--- config.mk ---
export PLATFORM = sky130hd
export DESIGN_NAME = fp_add_sequencer_flat
export DESIGN_NICKNAME = d
export VERILOG_FILES = /design/src/rtl/fp_add_sequencer_if.sv /design/src/rtl/fp_add_sequencer.sv /design/src/flat_wrapper.sv
export SDC_FILE = /design/constraint.sdc
export NUM_CORES = 1
export LEC_CHECK = 0
export ABC_AREA = 1
export CORE_MARGIN = 2
export CORE_UTILIZATION = 40
export DETAILED_ROUTE_END_ITERATION = 12
export PLACE_DENSITY = 0.63
export SYNTH_ARGS = -nofsm -noshare
export SYNTH_HDL_FRONTEND = slang
export SYNTH_SLANG_ARGS = --single-unit
--- constraint.sdc ---
create_clock -name clk -period 5 [get_ports clk]
set_clock_uncertainty 0.15 [all_clocks]
set_input_delay 0.5 -clock clk [delete_from_list [all_inputs] [get_ports clk]]
set_output_delay 0.5 -clock clk [all_outputs]
set_load 0.1 [all_outputs]
--- src/rtl/fp_add_sequencer_if.sv ---
// Handshake bundle for the sequential FP adder: operand request channel
// and result channel, both valid/ready.
interface fp_add_sequencer_if #(
    parameter int DATA_WIDTH = 32
);
    logic                  in_valid;
    logic                  in_ready;
    logic [DATA_WIDTH-1:0] floating1_in;
    logic [DATA_WIDTH-1:0] floating2_in;
    logic                  sub_in;
    logic                  out_valid;
    logic                  out_ready;
    logic [DATA_WIDTH-1:0] result_out;
    logic                  overflow_out;
    logic                  invalid_out;

    modport master (
        output in_valid,
        output floating1_in,
        output floating2_in,
        output sub_in,
        output out_ready,
        input  in_ready,
        input  out_valid,
        input  result_out,
        input  overflow_out,
        input  invalid_out
    );

    modport slave (
        input  in_valid,
        input  floating1_in,
        input  floating2_in,
        input  sub_in,
        input  out_ready,
        output in_ready,
        output out_valid,
        output result_out,
        output overflow_out,
        output invalid_out
    );
endinterface

--- src/rtl/fp_add_sequencer.sv ---
// Multi-cycle single-precision add/subtract: capture/swap, bit-serial align,
// add, bit-serial normalise, pack. Truncating, denormals flushed to zero.
module fp_add_sequencer #(
    parameter int DATA_WIDTH = 32,
    parameter int MENT_WIDTH = 23,
    parameter int EXPO_WIDTH = 8
) (
    input  logic              clk,
    input  logic              rst,
    fp_add_sequencer_if.slave bus
);
    localparam int MANT_W    = MENT_WIDTH + 1;
    localparam int SUM_W     = MENT_WIDTH + 2;
    localparam int SHIFT_CAP = MENT_WIDTH + 3;
    localparam int CNT_W     = $clog2(SHIFT_CAP + 1);
    localparam int EXP_W     = EXPO_WIDTH + 1;

    localparam logic [EXPO_WIDTH-1:0] EXP_MAX  = {EXPO_WIDTH{1'b1}};
    localparam logic [EXPO_WIDTH-1:0] EXP_ZERO = {EXPO_WIDTH{1'b0}};
    localparam logic [MENT_WIDTH-1:0] MANT_ZERO = {MENT_WIDTH{1'b0}};
    localparam logic [DATA_WIDTH-1:0] QNAN =
        {1'b0, EXP_MAX, 1'b1, {(MENT_WIDTH-1){1'b0}}};

    typedef enum logic [2:0] {
        IDLE  = 3'd0,
        ALIGN = 3'd1,
        ADD   = 3'd2,
        NORM  = 3'd3,
        DONE  = 3'd4
    } state_t;

    state_t                state_q, state_d;
    logic                  sign_q, sign_d;
    logic                  eff_sub_q, eff_sub_d;
    logic [EXP_W-1:0]      exp_q, exp_d;
    logic [MANT_W-1:0]     ma_q, ma_d;
    logic [MANT_W-1:0]     mb_q, mb_d;
    logic [CNT_W-1:0]      cnt_q, cnt_d;
    logic [SUM_W-1:0]      sum_q, sum_d;
    logic [DATA_WIDTH-1:0] result_q, result_d;
    logic                  ovf_q, ovf_d;
    logic                  inv_q, inv_d;
    logic                  in_ready_q;
    logic                  out_valid_q;

    logic                  sa_s, sb_s;
    logic [EXPO_WIDTH-1:0] ea_s, eb_s, big_e_s, small_e_s, diff_s;
    logic [MENT_WIDTH-1:0] fa_s, fb_s, big_f_s, small_f_s;
    logic                  za_s, zb_s, ia_s, ib_s, na_s, nb_s, swap_s;
    logic [EXP_W-1:0]      exp_inc_s, exp_dec_s;

    // Operand unpack and magnitude ordering, evaluated on the live inputs.
    always_comb begin
        sa_s      = bus.floating1_in[DATA_WIDTH-1];
        sb_s      = bus.floating2_in[DATA_WIDTH-1] ^ bus.sub_in;
        ea_s      = bus.floating1_in[DATA_WIDTH-2 -: EXPO_WIDTH];
        eb_s      = bus.floating2_in[DATA_WIDTH-2 -: EXPO_WIDTH];
        fa_s      = bus.floating1_in[MENT_WIDTH-1:0];
        fb_s      = bus.floating2_in[MENT_WIDTH-1:0];
        za_s      = (ea_s == EXP_ZERO);
        zb_s      = (eb_s == EXP_ZERO);
        ia_s      = (ea_s == EXP_MAX) && (fa_s == MANT_ZERO);
        ib_s      = (eb_s == EXP_MAX) && (fb_s == MANT_ZERO);
        na_s      = (ea_s == EXP_MAX) && (fa_s != MANT_ZERO);
        nb_s      = (eb_s == EXP_MAX) && (fb_s != MANT_ZERO);
        swap_s    = (eb_s > ea_s) || ((eb_s == ea_s) && (fb_s > fa_s));
        big_e_s   = swap_s ? eb_s : ea_s;
        small_e_s = swap_s ? ea_s : eb_s;
        big_f_s   = swap_s ? fb_s : fa_s;
        small_f_s = swap_s ? fa_s : fb_s;
        diff_s    = big_e_s - small_e_s;
    end

    // Next-state and datapath updates for every phase of the operation.
    always_comb begin
        state_d   = state_q;
        sign_d    = sign_q;
        eff_sub_d = eff_sub_q;
        exp_d     = exp_q;
        ma_d      = ma_q;
        mb_d      = mb_q;
        cnt_d     = cnt_q;
        sum_d     = sum_q;
        result_d  = result_q;
        ovf_d     = ovf_q;
        inv_d     = inv_q;
        exp_inc_s = exp_q + EXP_W'(1);
        exp_dec_s = exp_q - EXP_W'(1);

        case (state_q)
            IDLE: begin
                if (bus.in_valid) begin
                    ovf_d     = 1'b0;
                    inv_d     = 1'b0;
                    sign_d    = swap_s ? sb_s : sa_s;
                    eff_sub_d = sa_s ^ sb_s;
                    exp_d     = {1'b0, big_e_s};
                    ma_d      = {1'b1, big_f_s};
                    mb_d      = {1'b1, small_f_s};
                    if (diff_s > EXPO_WIDTH'(SHIFT_CAP)) begin
                        cnt_d = CNT_W'(SHIFT_CAP);
                    end else begin
                        cnt_d = diff_s[CNT_W-1:0];
                    end
                    // Specials never touch the serial datapath.
                    state_d = DONE;
                    if (na_s || nb_s || (ia_s && ib_s && (sa_s != sb_s))) begin
                        result_d = QNAN;
                        inv_d    = 1'b1;
                    end else if (ia_s) begin
                        result_d = {sa_s, EXP_MAX, MANT_ZERO};
                    end else if (ib_s) begin
                        result_d = {sb_s, EXP_MAX, MANT_ZERO};
                    end else if (za_s && zb_s) begin
                        result_d = {sa_s & sb_s, {(DATA_WIDTH-1){1'b0}}};
                    end else if (za_s) begin
                        result_d = {sb_s, bus.floating2_in[DATA_WIDTH-2:0]};
                    end else if (zb_s) begin
                        result_d = bus.floating1_in;
                    end else begin
                        state_d = ALIGN;
                    end
                end else begin
                    state_d = IDLE;
                end
            end
            ALIGN: begin
                if (cnt_q == CNT_W'(0)) begin
                    state_d = ADD;
                end else begin
                    mb_d  = mb_q >> 1;
                    cnt_d = cnt_q - CNT_W'(1);
                end
            end
            ADD: begin
                if (eff_sub_q) begin
                    sum_d = {1'b0, ma_q} - {1'b0, mb_q};
                end else begin
                    sum_d = {1'b0, ma_q} + {1'b0, mb_q};
                end
                state_d = NORM;
            end
            NORM: begin
                if (sum_q[SUM_W-1]) begin
                    state_d = DONE;
                    if (exp_inc_s >= {1'b0, EXP_MAX}) begin
                        result_d = {sign_q, EXP_MAX, MANT_ZERO};
                        ovf_d    = 1'b1;
                    end else begin
                        result_d = {sign_q, exp_inc_s[EXPO_WIDTH-1:0], sum_q[MENT_WIDTH:1]};
                    end
                end else if (sum_q == {SUM_W{1'b0}}) begin
                    state_d  = DONE;
                    result_d = {DATA_WIDTH{1'b0}};
                end else if (sum_q[MENT_WIDTH]) begin
                    state_d  = DONE;
                    result_d = {sign_q, exp_q[EXPO_WIDTH-1:0], sum_q[MENT_WIDTH-1:0]};
                end else begin
                    sum_d = sum_q << 1;
                    exp_d = exp_dec_s;
                    // Underflow below the smallest normal flushes to +0.
                    if (exp_dec_s == {EXP_W{1'b0}}) begin
                        state_d  = DONE;
                        result_d = {DATA_WIDTH{1'b0}};
                    end else begin
                        state_d = NORM;
                    end
                end
            end
            DONE: begin
                if (bus.out_ready) begin
                    state_d = IDLE;
                end else begin
                    state_d = DONE;
                end
            end
            default: begin
                state_d = IDLE;
            end
        endcase
    end

    // State, datapath and registered handshake outputs.
    always_ff @(posedge clk) begin
        if (rst) begin
            state_q     <= IDLE;
            sign_q      <= 1'b0;
            eff_sub_q   <= 1'b0;
            exp_q       <= {EXP_W{1'b0}};
            ma_q        <= {MANT_W{1'b0}};
            mb_q        <= {MANT_W{1'b0}};
            cnt_q       <= {CNT_W{1'b0}};
            sum_q       <= {SUM_W{1'b0}};
            result_q    <= {DATA_WIDTH{1'b0}};
            ovf_q       <= 1'b0;
            inv_q       <= 1'b0;
            in_ready_q  <= 1'b1;
            out_valid_q <= 1'b0;
        end else begin
            state_q     <= state_d;
            sign_q      <= sign_d;
            eff_sub_q   <= eff_sub_d;
            exp_q       <= exp_d;
            ma_q        <= ma_d;
            mb_q        <= mb_d;
            cnt_q       <= cnt_d;
            sum_q       <= sum_d;
            result_q    <= result_d;
            ovf_q       <= ovf_d;
            inv_q       <= inv_d;
            in_ready_q  <= (state_d == IDLE);
            out_valid_q <= (state_d == DONE);
        end
    end

    assign bus.in_ready     = in_ready_q;
    assign bus.out_valid    = out_valid_q;
    assign bus.result_out   = result_q;
    assign bus.overflow_out = ovf_q;
    assign bus.invalid_out  = inv_q;
endmodule

--- src/flat_wrapper.sv ---
// flat-port wrapper written by rule: the top's interface ports become plain ports
module fp_add_sequencer_flat 
#(
    parameter int DATA_WIDTH = 32,
    parameter int MENT_WIDTH = 23,
    parameter int EXPO_WIDTH = 8
)
  (clk, rst, bus_in_valid, bus_floating1_in, bus_floating2_in, bus_sub_in, bus_out_ready, bus_in_ready, bus_out_valid, bus_result_out, bus_overflow_out, bus_invalid_out);
  fp_add_sequencer_if #(.DATA_WIDTH(DATA_WIDTH)) bus_i ();
  input  logic clk;
  input  logic rst;
  input wire logic [$bits(bus_i.in_valid)-1:0] bus_in_valid;
  input wire logic [$bits(bus_i.floating1_in)-1:0] bus_floating1_in;
  input wire logic [$bits(bus_i.floating2_in)-1:0] bus_floating2_in;
  input wire logic [$bits(bus_i.sub_in)-1:0] bus_sub_in;
  input wire logic [$bits(bus_i.out_ready)-1:0] bus_out_ready;
  output wire logic [$bits(bus_i.in_ready)-1:0] bus_in_ready;
  output wire logic [$bits(bus_i.out_valid)-1:0] bus_out_valid;
  output wire logic [$bits(bus_i.result_out)-1:0] bus_result_out;
  output wire logic [$bits(bus_i.overflow_out)-1:0] bus_overflow_out;
  output wire logic [$bits(bus_i.invalid_out)-1:0] bus_invalid_out;
  assign bus_i.in_valid = bus_in_valid;
  assign bus_i.floating1_in = bus_floating1_in;
  assign bus_i.floating2_in = bus_floating2_in;
  assign bus_i.sub_in = bus_sub_in;
  assign bus_i.out_ready = bus_out_ready;
  assign bus_in_ready = bus_i.in_ready;
  assign bus_out_valid = bus_i.out_valid;
  assign bus_result_out = bus_i.result_out;
  assign bus_overflow_out = bus_i.overflow_out;
  assign bus_invalid_out = bus_i.invalid_out;
  fp_add_sequencer #(.DATA_WIDTH(DATA_WIDTH), .MENT_WIDTH(MENT_WIDTH), .EXPO_WIDTH(EXPO_WIDTH)) u_core (.clk(clk), .rst(rst), .bus(bus_i));
endmodule
## Word level (Yosys, flattened, before mapping)

Cells that the tools add are included.

- Add/sub/neg operators: 6
- Order comparisons: 4
- Eq/ne operators: 18
- Mux-type cells: 54
- Bitwise gates (word level): 3
- Reduce and logical (&&, ||, !) cells: 32

Operators by type and width:

| cell | count |
|---|---|
| 32-bit 2-to-1 mux | 11 |
| 25-bit 2-to-1 mux | 3 |
| 24-bit 2-to-1 mux | 3 |
| 32-bit case mux with 2 select lines | 1 |
| 25-bit case mux with 2 select lines | 1 |
| 24-bit case mux with 2 select lines | 1 |
| 23-bit zero test | 2 |
| 23-bit 2-to-1 mux | 2 |
| 23-bit nonzero test | 2 |
| 3-bit 2-to-1 mux | 13 |
| 9-bit 2-to-1 mux | 4 |
| 31-bit 2-to-1 mux | 1 |
| 24-bit by 24-bit adder with 25-bit output | 1 |
| 25-bit zero test | 1 |
| 24-bit by 24-bit subtractor with 25-bit output | 1 |
| 23-bit > comparator | 1 |
| 9-bit case mux with 2 select lines | 1 |
| 8-bit == test, second input constant | 2 |
| 8-bit zero test | 2 |
| 8-bit 2-to-1 mux | 2 |
| 5-bit 2-to-1 mux | 3 |
| 3-bit case mux with 5 select lines | 1 |
| 4-bit AND reduction | 3 |
| 2-bit != test, second input constant | 5 |
| 29 further kinds | 50 |

- Register bits after elaboration: 128
- Input bits: 69
- Output and inout port bits: 36
- Logic and storage cells: 132

## Depth between registers and ports, before layout

Gate-level depths: netlist of run 1.

- Depth after elaboration: 10
- Gate-level depth with buffers: 26

## Worst setup path after synthesis of run 1

Ideal clock, no wire load.

- Path type: register to register
- Start: register u_core.mb_q[1]
- End: register u_core.sum_q[23]
- Library setup time: 95 ps
- Data arrival time: 3062 ps
- Slack: 1692 ps
- Stages on the path, launching flop included: 23
- Buffers on the path: 0
- Period minus slack after synthesis: 3308 ps
- Cells stage by stage: dfxtp_1 -> inv_1 -> ha_1 -> inv_1 -> nor2_1 -> nand3_1 -> nor3_1 -> nor3b_1 -> nand2_1 -> nor3_1 -> nand2_1 -> nand2_1 -> xor2_1 -> ha_1 -> a21oi_1 -> o21ai_0 -> a21oi_1 -> o21ai_1 -> nand2_1 -> nand2_1 -> a21oi_1 -> o21ai_0 -> a221oi_1

- Longest elaborated chain between the ends: 3
- Elaborated cells between the ends (all ways): 4

Ends and longest elaborated chain:

| element | line | RTL |
|---|---|---|
| from (decl) | fp_add_sequencer.sv:37 | `logic [MANT_W-1:0] mb_q, mb_d;` |
| from (signal assigned) | fp_add_sequencer.sv:191 | `mb_q <= {MANT_W{1'b0}};` |
| from (signal assigned) | fp_add_sequencer.sv:205 | `mb_q <= mb_d;` |
| 24-bit by 24-bit adder with 25-bit output or 24-bit by 24-bit subtractor with 25-bit output (tied branches) | fp_add_sequencer.sv:139, fp_add_sequencer.sv:137 |  |
| 25-bit 2-to-1 mux (*) | fp_add_sequencer.sv:136 | `if (eff_sub_q) begin` |
| 25-bit case mux with 2 select lines (*) | fp_add_sequencer.sv:90 | `case (state_q)` |
| to (signal assigned) | fp_add_sequencer.sv:193 | `sum_q <= {SUM_W{1'b0}};` |
| to (signal assigned) | fp_add_sequencer.sv:207 | `sum_q <= sum_d;` |
| to (decl) | fp_add_sequencer.sv:39 | `logic [SUM_W-1:0] sum_q, sum_d;` |

Mark *: on every way between the ends. The rest lies on a longest branch, timed or not.
A chain may end at the register's enable or synchronous reset.

## Worst setup path after layout of run 1

- Start: register u_core.mb_q[0]
- End: register u_core.sum_q[23]

Same word-level chain as after synthesis.

==> flow_summary.ini, run 1 <==
[worst_setup_path]
crit_slowest_cell = dfxtp_1
cp-end-kind = register
critPathLaunch = u_core.mb_q[0]
path_max_fanout = 5
path_class = reg2reg
crit_chain = inv_1 -> ha_1 -> inv_1 -> nor2_1 -> nand3_1 -> nor3_1 -> nor3b_1 -> nand2_1 -> nor3_1 -> nand2_1 -> nand2_1 -> xor2_1 -> ha_1 -> a21oi_1 -> o21ai_0 -> a21oi_1 -> o21ai_1 -> nand2_1 -> nand2_1 -> a21oi_1 -> o21ai_0 -> a221oi_1
reg2regPathDepth = 22
cp.arrival_ps = 4270
regToRegEndpoint = u_core.sum_q[23]
cp_data_required_time_ps = 5180
cpMostUsedCell = nand2_1
cp_slowest_stage_delay_ps = 350
r2r_setup_slack_ps = 910
r2r_start = u_core.mb_q[0]
critPathCapture = u_core.sum_q[23]
startpoint_type = register

[cells_and_area]
fin_util = 0.486
layout.cells.non_filler = 1946
drive_gt1_frac = 0.0648
fin_nets = 1740
fill_cells = 2565
seq_area_mm2 = 0.00256
area_growth_pct = 19.1
multiInputGateArea_mm2 = 0.00637
stdcell_area_mm2 = 0.0119

[floorplan]
initial_core_util = 0.408
die_x_um = 162
die_h_um = 162
rows = 57
coreArea_mm2 = 0.0244
pin_count = 105
die_area_mm2 = 0.0262

[timing]
fin_ws_ps = 906
setup_viol = 0
tightest_slew_ps = 986
holdWs_ps = 317
clock.fmax_ghz = 0.244
rsz0062_at_grt = false
hold_viol = 0
tns_ps = 0
drv_slew = 0
min_period_over_period = 0.819
slew_headroom = 0.341
min_period_ps = 4090

[synth]
syn-mean-instance-area_um2 = 6.45
netlist_area_mm2 = 0.00996
synth_edf_count = 0
synth_most_common_cell = nand2_1
synth.distinct_cells = 52
yosys-top-cells-count = 290 x nand2_1, 195 x a21oi_1, 176 x inv_1
yosysWarnings = 0
ys_seq_area_frac = 0.257
synthFlopType = dfxtp_1
ys_ff_latch = 128
synth_top_area_share = 0.257
synthesis.nets = 1676
synthCells = 1543
yosysTopAreaCell = dfxtp_1
async_flop_share = 0
synth_area_leaders = dfxtp_1 26%, nand2_1 11%, a21oi_1 9.8%

[clock_tree]
clk_pin_slew_ps = 60
cts_tree = done
cts_max_path_buffers = 2
cts.repair.resized = 0
insertion_delay_ps = 430
post_cts_buffers = 0
clock_sinks = 128
cts-root-buf = clkbuf_16
cts_made_buffers = 17
htree_levels = 4
cts_hold_buf = 0

[power_and_ir_drop]
finalPower_mw = 7.40
powerDensity_mw_per_mm2 = 623
vdd_ir_drop_max_v = 0.000371
leakage_nw = 5.11

[placement]
pre_cts_ws_ps = 983
dpl.hpwl_mm = 26.1
post_dp_cell_area_mm2 = 0.0112
gp_congestion = 0.901
portBuffers = 104
place_inst = 1912

[route]
wl_per_cell_um = 17.6
drtIter0Drc = 1060
first_pass_iters = 5
viasPerCell = 5.53
vias = 10800
wl_mm = 34.3
drtAntennaViolNets = 0
drcViolationCount = 0

[grt]
grt_max_degree = 86
grt_pass1_vias = 9676
grt_util_all_layers = 0.261
grt_antenna_before_repair = 2
grt_overflow_total = 0
grt_pass1_wl_mm = 53.7

[hold_path]
min_path_type = reg2reg

[outcome]
status = finished, final reports clean

[flow_run]
max_cap_violations = 0
[cell type report]
cell class	instances	share of cell area
diodes	2	0.000422
clock buffers	18	0.0362
clock inverters	14	0.0171
inverters	199	0.0630
multi-input cells	1143	0.537
flip-flops and latches	128	0.216
well taps	324	0.0342
repair buffers	118	0.0962
[worst max-delay path, delay by kind of cell (launching register included)]
family | cells | cell delay, ps
buf+inv | 2 | 120
fa+ha+maj | 2 | 440
compound gates | 7 | 1160
xor+xnor | 1 | 160
flops | 1 | 350
simple gates | 10 | 1630
[metal layers]
metal | GRT usage | vias up | wire length (µm)
met1 | 0.401 | 4915 | 16900
li1 | - | 5421 | -
met2 | 0.377 | 397 | 14100
met3 | 0.0467 | 31 | 2800
met5 | 0 | - | 0
met4 | 0.0551 | 0 | 490
[state kept, by name, indices dropped and copies added, names as in the netlist, 3 cells and up]
signal	flops
u_core.exp_q	9
u_core.mb_q	24
u_core.bus.result_out	32
u_core.sum_q	25
u_core.ma_q	24
u_core.cnt_q	5
u_core.state_q	3
[placed cells by master, fill, tap and decap left out, drive strengths merged, types with 2 or more instances in the layout]
| cell type | n |
|---|---|
| diode | 2 |
| or2 | 10 |
| o21a | 4 |
| buf | 15 |
| xnor2 | 4 |
| clkbuf | 18 |
| nor4 | 16 |
| o21bai | 2 |
| a221oi | 18 |
| o211ai | 15 |
| o221ai | 7 |
| inv | 202 |
| xor2 | 37 |
| a22oi | 7 |
| nand3b | 3 |
| a21oi | 197 |
| a31oi | 6 |
| and2 | 3 |
| a211oi | 3 |
| o22ai | 21 |
| clkinv | 6 |
| bufinv | 4 |
| o21ai | 179 |
| nor2 | 115 |
| a311oi | 17 |
| nand2 | 298 |
| ha | 63 |
| nand3 | 55 |
| nand4 | 29 |
| nor3 | 21 |
| o2111ai | 5 |
| dfxtp | 128 |
| clkdlybuf4s50 | 103 |
[power by group]
part / switching [mW] / total (mW) / internal [mW] / leakage [nW]
logic: 2.97 / 4.45 / 1.48 / 3.76
clock network: 0.525 / 1.37 / 0.843 / 0.306
registers: 0.265 / 1.58 / 1.32 / 1.05
[how the worst min path moves through the flow]
stage,from,endpoint,slack (ps),cells after the start
after floorplan,u_core.mb_q[23],u_core.mb_q[23],290,2
after global placement,u_core.mb_q[23],u_core.mb_q[23],300,2
after detailed placement,u_core.mb_q[23],u_core.mb_q[23],300,2
after CTS,u_core.mb_q[23],u_core.mb_q[23],310,2
after global routing,u_core.mb_q[23],u_core.mb_q[23],320,2
final,u_core.mb_q[23],u_core.mb_q[23],320,2
[cell families after synthesis]
| group | after synthesis | synth area share |
|---|---|---|
| and+or+nand+nor | 551 | 0.242 |
| AOI/OAI and AO/OA | 487 | 0.278 |
| DFF | 128 | 0.257 |
| xor gates and xnor gates | 41 | 0.0361 |
| adders and majority gates | 64 | 0.0812 |
| buffers and inverters | 272 | 0.105 |
Power figures use the tool's default switching activity.
==> inputs of run 2 (changes only) <==
==> constraint.sdc (replaced) <==
create_clock -name clk -period 4.05 [get_ports clk]
set_clock_uncertainty 0.15 [all_clocks]
set_input_delay 0.405 -clock clk [delete_from_list [all_inputs] [get_ports clk]]
set_output_delay 0.405 -clock clk [all_outputs]
set_load 0.1 [all_outputs]
==> run 2 against run 1 <==
Effect of this change:
- global-route usage is 0.083 points higher
- critical path depth fell by 1
- via count rose by 1.5%
- cell count rose by 0.98%
- total power grew 21%
- flip-flop and latch count did not move
==> flow_summary.ini, run 2 (synthesis gave the netlist of run 1 again) <==
[outcome]
status = finished, final reports clean

[worst_setup_path]
reg2regPathDepth = 21
critPathCapture = u_core.sum_q[22]
cp_slowest_stage_delay_ps = 350
r2r_start = u_core.mb_q[1]
path_class = reg2reg
cpMostUsedCell = nand2_1
regToRegEndpoint = u_core.sum_q[22]
startpoint_type = register
critPathLaunch = u_core.mb_q[1]
path_max_fanout = 5
cp.arrival_ps = 3930
critPathBufInv = 2
cp-end-kind = register
r2r_setup_slack_ps = 290
cp_data_required_time_ps = 4220
cp_num_cells = 21
path_delay_family = simple AND/OR/NAND/NOR gates
crit_slowest_cell = ha_1
crit_chain = inv_1 -> ha_1 -> inv_1 -> nor2_2 -> nand3_2 -> nor3_4 -> nor3b_4 -> nand2_2 -> nand2_1 -> xor2_1 -> ha_1 -> nand2_1 -> nor2_1 -> nand2_1 -> o21ai_1 -> a21oi_1 -> o21ai_1 -> a31oi_1 -> or2_0 -> nand3_1 -> a21oi_1

[route]
drcViolationCount = 0
wl_mm = 34.4
first_pass_iters = 6
vias = 10900
drtIter0Drc = 1022
wl_per_cell_um = 17.5
drtAntennaViolNets = 0
viasPerCell = 5.56

[hold_path]
whs_path_depth = 2
min_path_type = reg2reg

[placement]
dpl.hpwl_mm = 26.4
portBuffers = 104
gp_congestion = 0.899

[grt]
grt_pass1_vias = 9656
grt_max_degree = 86
grt_pass1_wl_mm = 54.0
grt_antenna_before_repair = 1
grt_util_all_layers = 0.262
grt_overflow_total = 0

[timing]
tightest_slew_ps = 990
rsz0062_at_grt = false
drv_slew = 0
setup_viol = 0
min_period_ps = 3760
hold_viol = 0
slew_headroom = 0.338
min_period_over_period = 0.927
clock.fmax_ghz = 0.266
tns_ps = 0
holdWs_ps = 316

[cells_and_area]
area_growth_pct = 20.7
largest_register_ffs = 32
layout_commonest_cell = nand2_1
final_cell_mix = 287 x nand2_1, 189 x a21oi_1, 176 x inv_1, 142 x o21ai_0, 128 x dfxtp_1
drive_gt1_frac = 0.0860
fill_cells = 2501
seq_area_mm2 = 0.00256
multiInputGateArea_mm2 = 0.00646
fin_nets = 1760

[clock_tree]
cts_hold_buf = 0
clock_sinks = 128
cts_tree = done
clk_pin_slew_ps = 60
insertion_delay_ps = 440
htree_levels = 4
cts_max_path_buffers = 2
cts_made_buffers = 17
cts-root-buf = clkbuf_16

[floorplan]
die_area_mm2 = 0.0262
coreArea_mm2 = 0.0244
pin_count = 105
die_x_um = 162
initial_core_util = 0.408
die_h_um = 162
rows = 57

[power_and_ir_drop]
vdd_ir_drop_max_v = 0.000309
leakage_nw = 5.17
powerDensity_mw_per_mm2 = 746

[flow_run]
max_cap_violations = 0
run 2: cell count changes in the layout (fill, tap and decap cells not counted), moves of 2 or more:
cell	previous run	this run
nand2_2	7	9
inv_8	0	3
nor3_1	20	18
nand2_1	289	287
clkinvlp_4	1	5
bufinv_16	4	0
clkinv_4	4	1
nor2_1	104	102
nor2_2	9	11
a21oi_2	2	7
nor3_4	0	2
a21oi_1	195	189
buf_4	14	34
run 2: what timing repair did:
| action | CTS | global route |
|---|---|---|
| buffers inserted | 0 | 2 |
| setup endpoints to repair | 0 | 9 |
| resized for setup | 0 | 22 |
run 2: metrics by stage:
stage	power (mW)	area [µm²]	setup slack, ps	utilization	std cells
after CTS	8.73	11900	140	0.488	1962
final	8.97	12000	294	0.493	1965
after detailed placement	7.21	11400	185	0.466	1930
after floorplan	5.91	9960	742	-	1543
after global routing	9.75	12000	30.0	0.493	1965
after global placement	7.17	11400	310	0.466	1930
run 2: area by class of cell:
| class | instances | share of cell area |
|---|---|---|
| Timing Repair Buffer | 138 | 0.107 |
| Inverter | 199 | 0.0621 |
| Multi-Input combinational cell | 1143 | 0.538 |
| Sequential cell | 128 | 0.213 |
| Tap cell | 324 | 0.0337 |
| Clock inverter | 14 | 0.0103 |
| Antenna cell | 1 | 0.000208 |
| Clock buffer | 18 | 0.0357 |
run 2: worst min-delay path by stage:
stage	startpoint	endpoint	slack, ps
6_report	u_core.exp_q[8]	u_core.exp_q[8]	320
5_1_grt	u_core.sign_q	u_core.sign_q	330
4_1_cts	u_core.sign_q	u_core.sign_q	320
3_5_place_dp	u_core.sign_q	u_core.sign_q	300
3_3_place_gp	u_core.mb_q[23]	u_core.mb_q[23]	300
2_1_floorplan	u_core.mb_q[23]	u_core.mb_q[23]	290
run 2: tightest hold or removal path, delay by kind of cell, from the launching register on:
kind	cells	cell delay, ps
DFF	1	310
AOI/OAI and AO/OA	1	50
and+or+nand+nor	1	60
run 2: per-layer routing:
layer	vias up	share of wire	track usage	wire [µm]
li1	5454	-	-	-
met1	4997	0.50	0.413	17200
met2	444	0.40	0.360	13700
met3	35	0.089	0.0549	3060
met4	0	0.012	0.0527	397
met5	-	0	0	0
run 2: power by group:
part           internal (mW)  switching (mW)  total, mW
Sequential              1.62           0.370       2.00
Clock                  0.804           0.683       1.49
Combinational           1.92            3.57       5.49
==> inputs of run 3 (changes only) <==
--- a/config.mk
+++ b/config.mk
@@ -9,7 +9,7 @@
 export CORE_MARGIN = 2
 export CORE_UTILIZATION = 40
 export DETAILED_ROUTE_END_ITERATION = 12
-export PLACE_DENSITY = 0.63
+export PLACE_DENSITY = 0.64
 export SYNTH_ARGS = -nofsm -noshare
 export SYNTH_HDL_FRONTEND = slang
 export SYNTH_SLANG_ARGS = --single-unit
==> run 3 against run 2 <==
Effect of this change:
- global-route usage is 0.39 points lower
- total power rose by 1.2%
- hold slack got worse by 5.0 ps
- cell count down 0.46%
- sequential share of layout area up 0.067 points
- register-to-register slack is essentially flat
- die area did not move
- sequential power hardly changed
- non-clock buffer count decreased by 7
- first-iteration DRC count is 6.9% higher
- largest cell class unchanged
==> flow_summary.ini, run 3 (synthesis gave the netlist of run 1 again) <==
[route]
drtAntennaViolNets = 0
drtIter0Drc = 1093
wl_per_cell_um = 17.4
wl_mm = 34.1
first_pass_iters = 8
viasPerCell = 5.62
drcViolationCount = 0
vias = 11000

[worst_setup_path]
cp.arrival_ps = 3930
path_max_fanout = 5
cp_data_required_time_ps = 4240
cp-end-kind = register
path_class = reg2reg
startpoint_type = register

[clock_tree]
cts_tree = done
clock_sinks = 128
post_cts_buffers = 0
cts_max_path_buffers = 2
cts_made_buffers = 17
htree_levels = 4
cts-root-buf = clkbuf_16
cts_hold_buf = 0
insertion_delay_ps = 430
clk_pin_slew_ps = 70
cts.repair.resized = 0

[placement]
portBuffers = 104
pre_cts_ws_ps = 161
dpl.hpwl_mm = 26.0
post_dp_cell_area_mm2 = 0.0113
gp_congestion = 0.941

[grt]
grt_overflow_total = 0
grt_util_all_layers = 0.258
grt_pass1_vias = 9691
grt_antenna_before_repair = 0
grt_max_degree = 74
grt_pass1_wl_mm = 53.4

[timing]
tightest_slew_ps = 987
min_period_over_period = 0.925
clock.fmax_ghz = 0.267
slew_headroom = 0.340
min_period_ps = 3750
setup_viol = 0
fin_ws_ps = 302
hold_viol = 0
holdWs_ps = 311
drv_slew = 0

[cells_and_area]
final_cell_mix = 289 x nand2_1, 193 x a21oi_1, 176 x inv_1, 143 x o21ai_0, 128 x dfxtp_1
antenna_cells = 0
fin_util = 0.491
stdcell_area_mm2 = 0.0120
layout_commonest_cell = nand2_1
fill_cells = 2517
largest_register_ffs = 32
drive_gt1_frac = 0.0760
area_growth_pct = 20.4
fin_nets = 1753
multiInputGateArea_mm2 = 0.00640
seq_area_mm2 = 0.00256

[floorplan]
die_x_um = 162
coreArea_mm2 = 0.0244
rows = 57
pin_count = 105
initial_core_util = 0.408
die_h_um = 162
die_area_mm2 = 0.0262

[power_and_ir_drop]
leakage_nw = 5.18
powerDensity_mw_per_mm2 = 757
finalPower_mw = 9.08
vdd_ir_drop_max_v = 0.000354

[hold_path]
min_path_type = reg2reg

[outcome]
status = finished, final reports clean

[flow_run]
max_cap_violations = 0
[run 3: changes by cell type in the layout (fill, tap and decap cells not counted), moves of 3 or more]
cell / before / now
bufinv_16: 0 / 4
clkinv_4: 1 / 5
a21oi_1: 189 / 193
clkinvlp_4: 5 / 1
inv_8: 3 / 0
buf_4: 34 / 27
a21oi_2: 7 / 4
[run 3: power by group]
group / total [mW] / switching (mW) / internal (mW)
Clock: 1.69 / 0.655 / 1.04
Combinational: 5.40 / 3.55 / 1.85
Sequential: 1.98 / 0.358 / 1.63
Total: 9.08 / 4.56 / 4.52
[run 3: final timing paths]
kind | from | end | slack, ps | depth (start not counted)
hold reg to reg | u_core.mb_q[23] | u_core.mb_q[23] | 310 | 2
setup / recovery | u_core.mb_q[1] | u_core.sum_q[21] | 300 | 22
hold / removal | u_core.mb_q[23] | u_core.mb_q[23] | 310 | 2
setup reg to reg | u_core.mb_q[1] | u_core.sum_q[21] | 300 | 22
[run 3: stage by stage]
stage | std cells | setup TNS [ps]
final | 1956 | 0
after global routing | 1956 | -18.2
after CTS | 1956 | 0
after detailed placement | 1925 | 0
after global placement | 1925 | 0
after floorplan | 1543 | 0
[run 3: layout make-up]
type / instances / share of cell area
multi-input cells: 1143 / 0.534
inverters: 199 / 0.0623
clock inverters: 14 / 0.0172
well taps: 324 / 0.0338
clock buffers: 17 / 0.0355
flip-flops and latches: 128 / 0.214
repair buffers: 131 / 0.103
[run 3: layer usage]
| metal | routed length (µm) | GRT usage | vias up | part of all wire |
|---|---|---|---|---|
| li1 | - | - | 5444 | - |
| met1 | 17000 | 0.403 | 5049 | 0.50 |
| met2 | 13700 | 0.366 | 457 | 0.40 |
| met3 | 2990 | 0.0455 | 34 | 0.088 |
| met4 | 412 | 0.0515 | 0 | 0.012 |
| met5 | 0 | 0 | - | 0 |
[run 3: critical path, stage by stage (launching register included)]
cell and delay [ps]:
dfxtp_1 340, inv_1 100, ha_1 150, inv_1 50
nor2_1 110, nand3_1 120, nor3_2 160, nor3b_2 230
nand2_1 140, nand2_1 100, xor2_1 60, ha_1 350
nand2_1 110, nor2_1 150, nand2_1 70, o211ai_1 80
o21bai_1 180, a21oi_1 140, o21ai_1 280, nand3_1 140
nand3_1 90, nand3_1 80, a221oi_1 240
